$ cat config.mk
export PLATFORM = sky130hd
export DESIGN_NAME = term_write_ctrl_flat
export DESIGN_NICKNAME = d
export VERILOG_FILES = /design/src/rtl/term_write_ctrl_pkg.sv /design/src/rtl/term_write_ctrl_if.sv /design/src/rtl/term_write_ctrl_addr_map.sv /design/src/rtl/term_write_ctrl.sv /design/src/flat_wrapper.sv
export SDC_FILE = /design/constraint.sdc
export NUM_CORES = 1
export LEC_CHECK = 0
export ABC_AREA = 1
export CAP_MARGIN = 20
export CORE_MARGIN = 4
export CORE_UTILIZATION = 45
export CTS_BUF_LIST = sky130_fd_sc_hd__clkbuf_16
export DETAILED_ROUTE_END_ITERATION = 6
export HOLD_SLACK_MARGIN = 0.1
export PLACE_DENSITY = 0.75
export SLEW_MARGIN = 10
export SYNTH_ARGS = -nofsm -noshare
export SYNTH_HDL_FRONTEND = slang
export SYNTH_SLANG_ARGS = --single-unit
$ cat constraint.sdc
create_clock -name clk100 -period 6.05 [get_ports clk100]
set_clock_uncertainty 0.1 [all_clocks]
set_input_delay 0.9075 -clock clk100 [delete_from_list [all_inputs] [get_ports clk100]]
set_output_delay 0.9075 -clock clk100 [all_outputs]
set_load 0.02 [all_outputs]
$ cat src/rtl/term_write_ctrl_pkg.sv
// Shared constants for the text-terminal write controller: screen geometry,
// control character codes, FSM state encoding and a byte classifier.
package term_pkg;

   localparam int unsigned COLS  = 80;
   localparam int unsigned ROWS  = 25;
   localparam int unsigned CELLS = COLS * ROWS;

   localparam logic [7:0] BLANK   = 8'h21;
   localparam logic [7:0] CHAR_BS = 8'h08;
   localparam logic [7:0] CHAR_LF = 8'h0A;
   localparam logic [7:0] CHAR_CR = 8'h0D;

   localparam logic [10:0] LAST_CELL = 11'(CELLS - 1);
   localparam logic [6:0]  LAST_COL  = 7'(COLS - 1);
   localparam logic [4:0]  LAST_ROW  = 5'(ROWS - 1);

   // State encoding; CLR_ALL is zero so the reset state is the all-zero code.
   localparam logic [1:0] ST_CLR_ALL  = 2'd0;
   localparam logic [1:0] ST_IDLE     = 2'd1;
   localparam logic [1:0] ST_PUT      = 2'd2;
   localparam logic [1:0] ST_CLR_LINE = 2'd3;

   function automatic logic is_printable(input logic [7:0] b);
      return (b >= 8'h20) && (b <= 8'h7E);
   endfunction

endpackage

$ cat src/rtl/term_write_ctrl_if.sv
// Byte input stream, character RAM write port and cursor/scroll status of
// the terminal write controller, bundled as one interface.
interface term_write_ctrl_if;

   // A byte transfers on a clk100 edge where in_valid && in_ready are both
   // high; in_data must be stable while in_valid is high, in_ready never
   // depends on in_valid, and nothing transfers in any other cycle.
   logic        in_valid;
   logic [7:0]  in_data;
   logic        in_ready;

   logic        wr_en;
   logic [10:0] wr_addr;
   logic [7:0]  wr_data;

   logic [4:0]  scroll_row;
   logic [6:0]  cursor_col;
   logic [4:0]  cursor_row;
   logic        busy;
   logic [1:0]  state;

   modport master (
      output in_valid, in_data,
      input  in_ready, wr_en, wr_addr, wr_data,
      input  scroll_row, cursor_col, cursor_row, busy, state
   );

   modport slave (
      input  in_valid, in_data,
      output in_ready, wr_en, wr_addr, wr_data,
      output scroll_row, cursor_col, cursor_row, busy, state
   );

endinterface

$ cat src/rtl/term_write_ctrl_addr_map.sv
// Maps a logical (row, col) to a physical cell address given the scroll
// offset: ((row + scroll) mod 25) * 80 + col.
module term_addr_map
   import term_pkg::*;
(
   input  logic [4:0]  row_i,
   input  logic [6:0]  col_i,
   input  logic [4:0]  scroll_i,
   output logic [10:0] addr_o
);

   logic [5:0]  sum;
   logic [4:0]  phys;
   logic [10:0] phys_w;

   // The row sum is reduced mod 25 in 6 bits before widening to 11 bits.
   always_comb begin
      sum = {1'b0, row_i} + {1'b0, scroll_i};
      if (sum >= 6'(ROWS)) begin
         phys = 5'(sum - 6'(ROWS));
      end else begin
         phys = sum[4:0];
      end
      phys_w = {6'd0, phys};
      addr_o = (phys_w * 11'(COLS)) + {4'd0, col_i};
   end

endmodule

$ cat src/rtl/term_write_ctrl.sv
// Text-terminal write controller: turns an ASCII byte stream into writes to
// a 80x25 character index RAM, with cursor handling, scrolling and clears.
module term_write_ctrl
   import term_pkg::*;
(
   input  logic            clk100,
   input  logic            rst,
   term_write_ctrl_if.slave bus
);

   logic [1:0]  state_q, state_d;
   logic [10:0] cnt_q, cnt_d;
   logic [6:0]  col_q, col_d;
   logic [4:0]  row_q, row_d;
   logic [4:0]  scroll_q, scroll_d;
   logic [7:0]  data_q, data_d;

   logic        do_nl;
   logic        wr_active;
   logic [6:0]  map_col;
   logic [10:0] map_addr;

   // CLR_LINE runs with cursor_row at 24 after the scroll has been applied,
   // so logical row 24 maps onto the physical row that was just scrolled out.
   assign map_col = (state_q == ST_CLR_LINE) ? cnt_q[6:0] : col_q;

   term_addr_map u_addr_map (
      .row_i    (row_q),
      .col_i    (map_col),
      .scroll_i (scroll_q),
      .addr_o   (map_addr)
   );

   always_comb begin
      state_d  = state_q;
      cnt_d    = cnt_q;
      col_d    = col_q;
      row_d    = row_q;
      scroll_d = scroll_q;
      data_d   = data_q;
      do_nl    = 1'b0;

      case (state_q)
         ST_CLR_ALL: begin
            if (cnt_q == LAST_CELL) begin
               state_d = ST_IDLE;
               cnt_d   = 11'd0;
            end else begin
               cnt_d = cnt_q + 11'd1;
            end
         end
         ST_IDLE: begin
            if (bus.in_valid) begin
               data_d = bus.in_data;
               if (is_printable(bus.in_data)) begin
                  state_d = ST_PUT;
               end else if (bus.in_data == CHAR_LF) begin
                  do_nl = 1'b1;
               end else if (bus.in_data == CHAR_CR) begin
                  col_d = 7'd0;
               end else if ((bus.in_data == CHAR_BS) && (col_q != 7'd0)) begin
                  col_d = col_q - 7'd1;
               end
            end
         end
         ST_PUT: begin
            state_d = ST_IDLE;
            if (col_q == LAST_COL) begin
               col_d = 7'd0;
               do_nl = 1'b1;
            end else begin
               col_d = col_q + 7'd1;
            end
         end
         default: begin
            if (cnt_q[6:0] == LAST_COL) begin
               state_d = ST_IDLE;
               cnt_d   = 11'd0;
            end else begin
               cnt_d = cnt_q + 11'd1;
            end
         end
      endcase

      if (do_nl) begin
         if (row_q != LAST_ROW) begin
            row_d = row_q + 5'd1;
         end else begin
            scroll_d = (scroll_q == LAST_ROW) ? 5'd0 : scroll_q + 5'd1;
            state_d  = ST_CLR_LINE;
            cnt_d    = 11'd0;
         end
      end
   end

   always_ff @(posedge clk100) begin
      if (rst) begin
         state_q  <= ST_CLR_ALL;
         cnt_q    <= 11'd0;
         col_q    <= 7'd0;
         row_q    <= 5'd0;
         scroll_q <= 5'd0;
         data_q   <= 8'd0;
      end else begin
         state_q  <= state_d;
         cnt_q    <= cnt_d;
         col_q    <= col_d;
         row_q    <= row_d;
         scroll_q <= scroll_d;
         data_q   <= data_d;
      end
   end

   // Outputs are gated by rst so a reset cycle never carries a write.
   assign wr_active = !rst && (state_q != ST_IDLE);

   assign bus.wr_en      = wr_active;
   assign bus.wr_addr    = !wr_active                ? 11'd0 :
                           (state_q == ST_CLR_ALL)   ? cnt_q : map_addr;
   assign bus.wr_data    = !wr_active                ? 8'd0 :
                           (state_q == ST_PUT)       ? data_q + 8'd1 : BLANK;
   assign bus.in_ready   = !rst && (state_q == ST_IDLE);
   assign bus.busy       = rst || (state_q == ST_CLR_ALL) || (state_q == ST_CLR_LINE);
   assign bus.scroll_row = scroll_q;
   assign bus.cursor_col = col_q;
   assign bus.cursor_row = row_q;
   assign bus.state      = state_q;

endmodule

$ cat src/flat_wrapper.sv
// flat-port wrapper written by rule: the top's interface ports become plain ports
module term_write_ctrl_flat import term_pkg::*;
  (clk100, rst, bus_in_valid, bus_in_data, bus_in_ready, bus_wr_en, bus_wr_addr, bus_wr_data, bus_scroll_row, bus_cursor_col, bus_cursor_row, bus_busy, bus_state);
  term_write_ctrl_if bus_i ();
  input  logic clk100;
  input  logic rst;
  input wire logic [$bits(bus_i.in_valid)-1:0] bus_in_valid;
  input wire logic [$bits(bus_i.in_data)-1:0] bus_in_data;
  output wire logic [$bits(bus_i.in_ready)-1:0] bus_in_ready;
  output wire logic [$bits(bus_i.wr_en)-1:0] bus_wr_en;
  output wire logic [$bits(bus_i.wr_addr)-1:0] bus_wr_addr;
  output wire logic [$bits(bus_i.wr_data)-1:0] bus_wr_data;
  output wire logic [$bits(bus_i.scroll_row)-1:0] bus_scroll_row;
  output wire logic [$bits(bus_i.cursor_col)-1:0] bus_cursor_col;
  output wire logic [$bits(bus_i.cursor_row)-1:0] bus_cursor_row;
  output wire logic [$bits(bus_i.busy)-1:0] bus_busy;
  output wire logic [$bits(bus_i.state)-1:0] bus_state;
  assign bus_i.in_valid = bus_in_valid;
  assign bus_i.in_data = bus_in_data;
  assign bus_in_ready = bus_i.in_ready;
  assign bus_wr_en = bus_i.wr_en;
  assign bus_wr_addr = bus_i.wr_addr;
  assign bus_wr_data = bus_i.wr_data;
  assign bus_scroll_row = bus_i.scroll_row;
  assign bus_cursor_col = bus_i.cursor_col;
  assign bus_cursor_row = bus_i.cursor_row;
  assign bus_busy = bus_i.busy;
  assign bus_state = bus_i.state;
  term_write_ctrl u_core (.clk100(clk100), .rst(rst), .bus(bus_i));
endmodule
==> flow_summary.ini <==
[routing]
viasPerCell = 5.32
drtIter0Drc = 195
vias = 3361
drt_wl_total_um = 8570
wire_per_inst_um = 13.6
drcViolationCount = 0
dr.pass1.iters = 4
antenna_left = 0

[min_path]
hp-start = u_core.data_q[4]
min_to = u_core.data_q[4]
worstHoldPathCells = 2
hp-class = flip-flop to flip-flop

[yosys]
syn-mean-instance-area_um2 = 6.75
synth_nets = 528
synth-seq-cells = 38
synth_cell_types = 41
synth-edff-count = 0
ys_warn_count = 0
synthArstFlopShare = 0
synthCells = 485
seq_area_frac_synth = 0.232
synthFlopType = dfxtp_1
synthesis.area_mm2 = 0.00328

[power]
peakVddDrop_mv = 0.139
power_leakage_nw = 1.68
powerDensity_mw_per_mm2 = 144

[timing]
fin_ws_ps = 337
post-route-period-util = 0.944
fmax_mhz = 175
setup_viol = 0
final.setup.tns_ps = 0
grt_setup_unrepaired = false
final_max_slew_viol_count = 0
hold_violations = 0
fin_crit_ps = 5710
slew-limit-headroom = 0.621
tightest_slew_ps = 569

[global_routing]
grt_pass1_vias = 3109
grt_max_degree = 18
track_usage = 0.196
grt_pass1_wl_um = 14100
antenna_found_initial = 0
grt-ovfl-total = 0

[placement]
pre_cts_ws_ps = 518
numPortBuffers = 51
dpl.hpwl_um = 6500
gp_congestion = 0.921
dp.cells = 624

[final_layout]
multiInputGateArea_mm2 = 0.00223
layout.nets = 578
num_antenna_cells = 0
fin_cells = 632
fillers = 643
area_growth_pct = 23.3
final_core_util = 0.581
drive_above_1_share = 0.0578
seq_area_um2 = 761

[die]
num_io_pins = 52
die_area_mm2 = 0.00871
num_rows = 30
die_width_um = 93.3
start_util = 0.472
core_area_mm2 = 0.00694
die_h_um = 93.3

[clock_tree]
cts.clk_slew.worst_paths_ps = 60
cts_made_buffers = 5
cts_num_sinks = 38
cts_buffer_depth = 2
cts_tree = done
post-cts-setup-buffers = 0
cts_root_buffer = clkbuf_16
htree_levels = 2
clk-insertion-delay-late_ps = 280

[critical_path]
crit_family = adder cells
cp-start-kind = flip-flop
crit_slowest_cell = clkdlybuf4s50_1
crit_path_frequent_cell = ha_1
crit_type = flip-flop to primary output
cp.arrival_ps = 4710
slowest_delay_ps = 610
r2r-start = u_core.bus.state[0]
cp_max_fo = 7
r2r_setup_slack_ps = 3940
cp-end-kind = primary output
ff2ff_path_depth = 6
r2r_end = u_core.cnt_q[7]
cp.required_ps = 5040
crit_chain = ha_1 -> inv_1 -> fa_1 -> ha_1 -> nand3b_1 -> nand3_1 -> nand2_2 -> o21ai_1 -> ha_1 -> ha_1 -> inv_1 -> fa_1 -> nand3b_1 -> xor2_1 -> nand3_1 -> nand2_1 -> nor2_1 -> nor2_1 -> clkdlybuf4s50_1
critPathBufInv = 3

[outcome]
status = finished, final reports clean

[job]
cap_violations = 0
-- how the worst max path moves through the flow --
| stage | startpoint | to | cells after the start |
|---|---|---|---|
| floorplan | u_core.bus.scroll_row[0] | bus_wr_addr[10] | 18 |
| global placement | u_core.bus.cursor_row[0] | bus_wr_addr[10] | 19 |
| detailed placement | u_core.bus.cursor_row[0] | bus_wr_addr[10] | 19 |
| CTS | u_core.bus.scroll_row[0] | bus_wr_addr[10] | 19 |
| global route | u_core.bus.scroll_row[0] | bus_wr_addr[10] | 20 |
| finish | u_core.bus.cursor_row[0] | bus_wr_addr[10] | 19 |
-- metal layers --
layer | part of all wire | up-vias | track usage
li1 | - | 1718 | -
met1 | 0.45 | 1556 | 0.247
met2 | 0.49 | 76 | 0.338
met3 | 0.041 | 11 | 0.0378
met4 | 0.015 | 0 | 0.0574
met5 | 0 | - | 0
-- worst min-delay path, cell delays in order, from the launching register on --
cell	delay, ps
dfxtp_1	290
inv_1	90
a21oi_1	70
-- metrics by stage --
step / cell area, um2 / power, mW / hold WS [ps]
after floorplan: 3280 / 0.276 / 365
after global placement: 3870 / 0.294 / 390
after detailed placement: 3870 / 0.294 / 397
after CTS: 4040 / 0.583 / 406
after global routing: 4040 / 0.595 / 439
final: 4040 / 0.582 / 403
-- kinds of logic (layout without fill, tap and decap cells) --
family,after synthesis,after routing,synth area share
AOI/OAI and AO/OA,102,102,0.173
xor gates and xnor gates,27,27,0.0722
adders and majority gates,32,32,0.129
buffers and inverters,71,122,0.0856
DFF,38,38,0.232
and+or+nand+nor,215,215,0.307
-- where the power goes --
group	switching (mW)	internal, mW	total (mW)	leakage, nW
Clock	0.101	0.191	0.292	0.0864
Combinational	0.0199	0.0150	0.0349	1.29
Sequential	0.00283	0.252	0.255	0.307
-- synth_stat cells (3+ instances only) --
library cell  instances  share of area
o22ai_1               4         0.0076
a21oi_1              50          0.076
a31oi_1               3         0.0057
clkbuf_1              5         0.0057
ha_1                 29           0.11
nand3_2               3         0.0092
o21ai_0              29          0.044
nand4_1               7          0.013
nand3_1              42          0.064
xnor2_1               7          0.019
nor2_1               51          0.058
buf_2                 4         0.0061
dfxtp_1              38           0.23
fa_1                  3          0.018
nor3_1               11          0.017
xor2_1               20          0.053
nand2_1              82          0.094
inv_1                57          0.065
a211oi_1              6          0.014
nand2_2               5         0.0095
nand3b_1              3         0.0069
-- state kept, by name (all words and copies together) (netlist names) --
signal,cells
u_core.data_q,8
u_core.cnt_q,11
u_core.bus.scroll_row,5
u_core.bus.state,2
u_core.bus.cursor_row,5
u_core.bus.cursor_col,7
-- final cells by class --
class / instances / area share
Multi-Input combinational cell: 376 / 0.553
Sequential cell: 38 / 0.188
Timing Repair Buffer: 53 / 0.130
Inverter: 61 / 0.0579
Clock buffer: 5 / 0.0310
Tap cell: 96 / 0.0297
Clock inverter: 3 / 0.00930
-- placed cells by master, fill, tap and decap left out, types with 7 or more instances in the layout --
master            n
ha_1             29
nand3_1          42
clkdlybuf4s50_1  51
xor2_1           20
inv_1            59
nor3_1           11
nor2_1           51
a21oi_1          50
o21ai_0          28
nand2_1          82
nand4_1           7
dfxtp_1          38
xnor2_1           7
-- timing repair --
item                       in CTS  in global routing
hold endpoints to repair        0                  0
hold buffers                    0                  0
setup endpoints to repair       0                  1
gates resized for setup         0                  1
(Power assumes the default switching activity.)
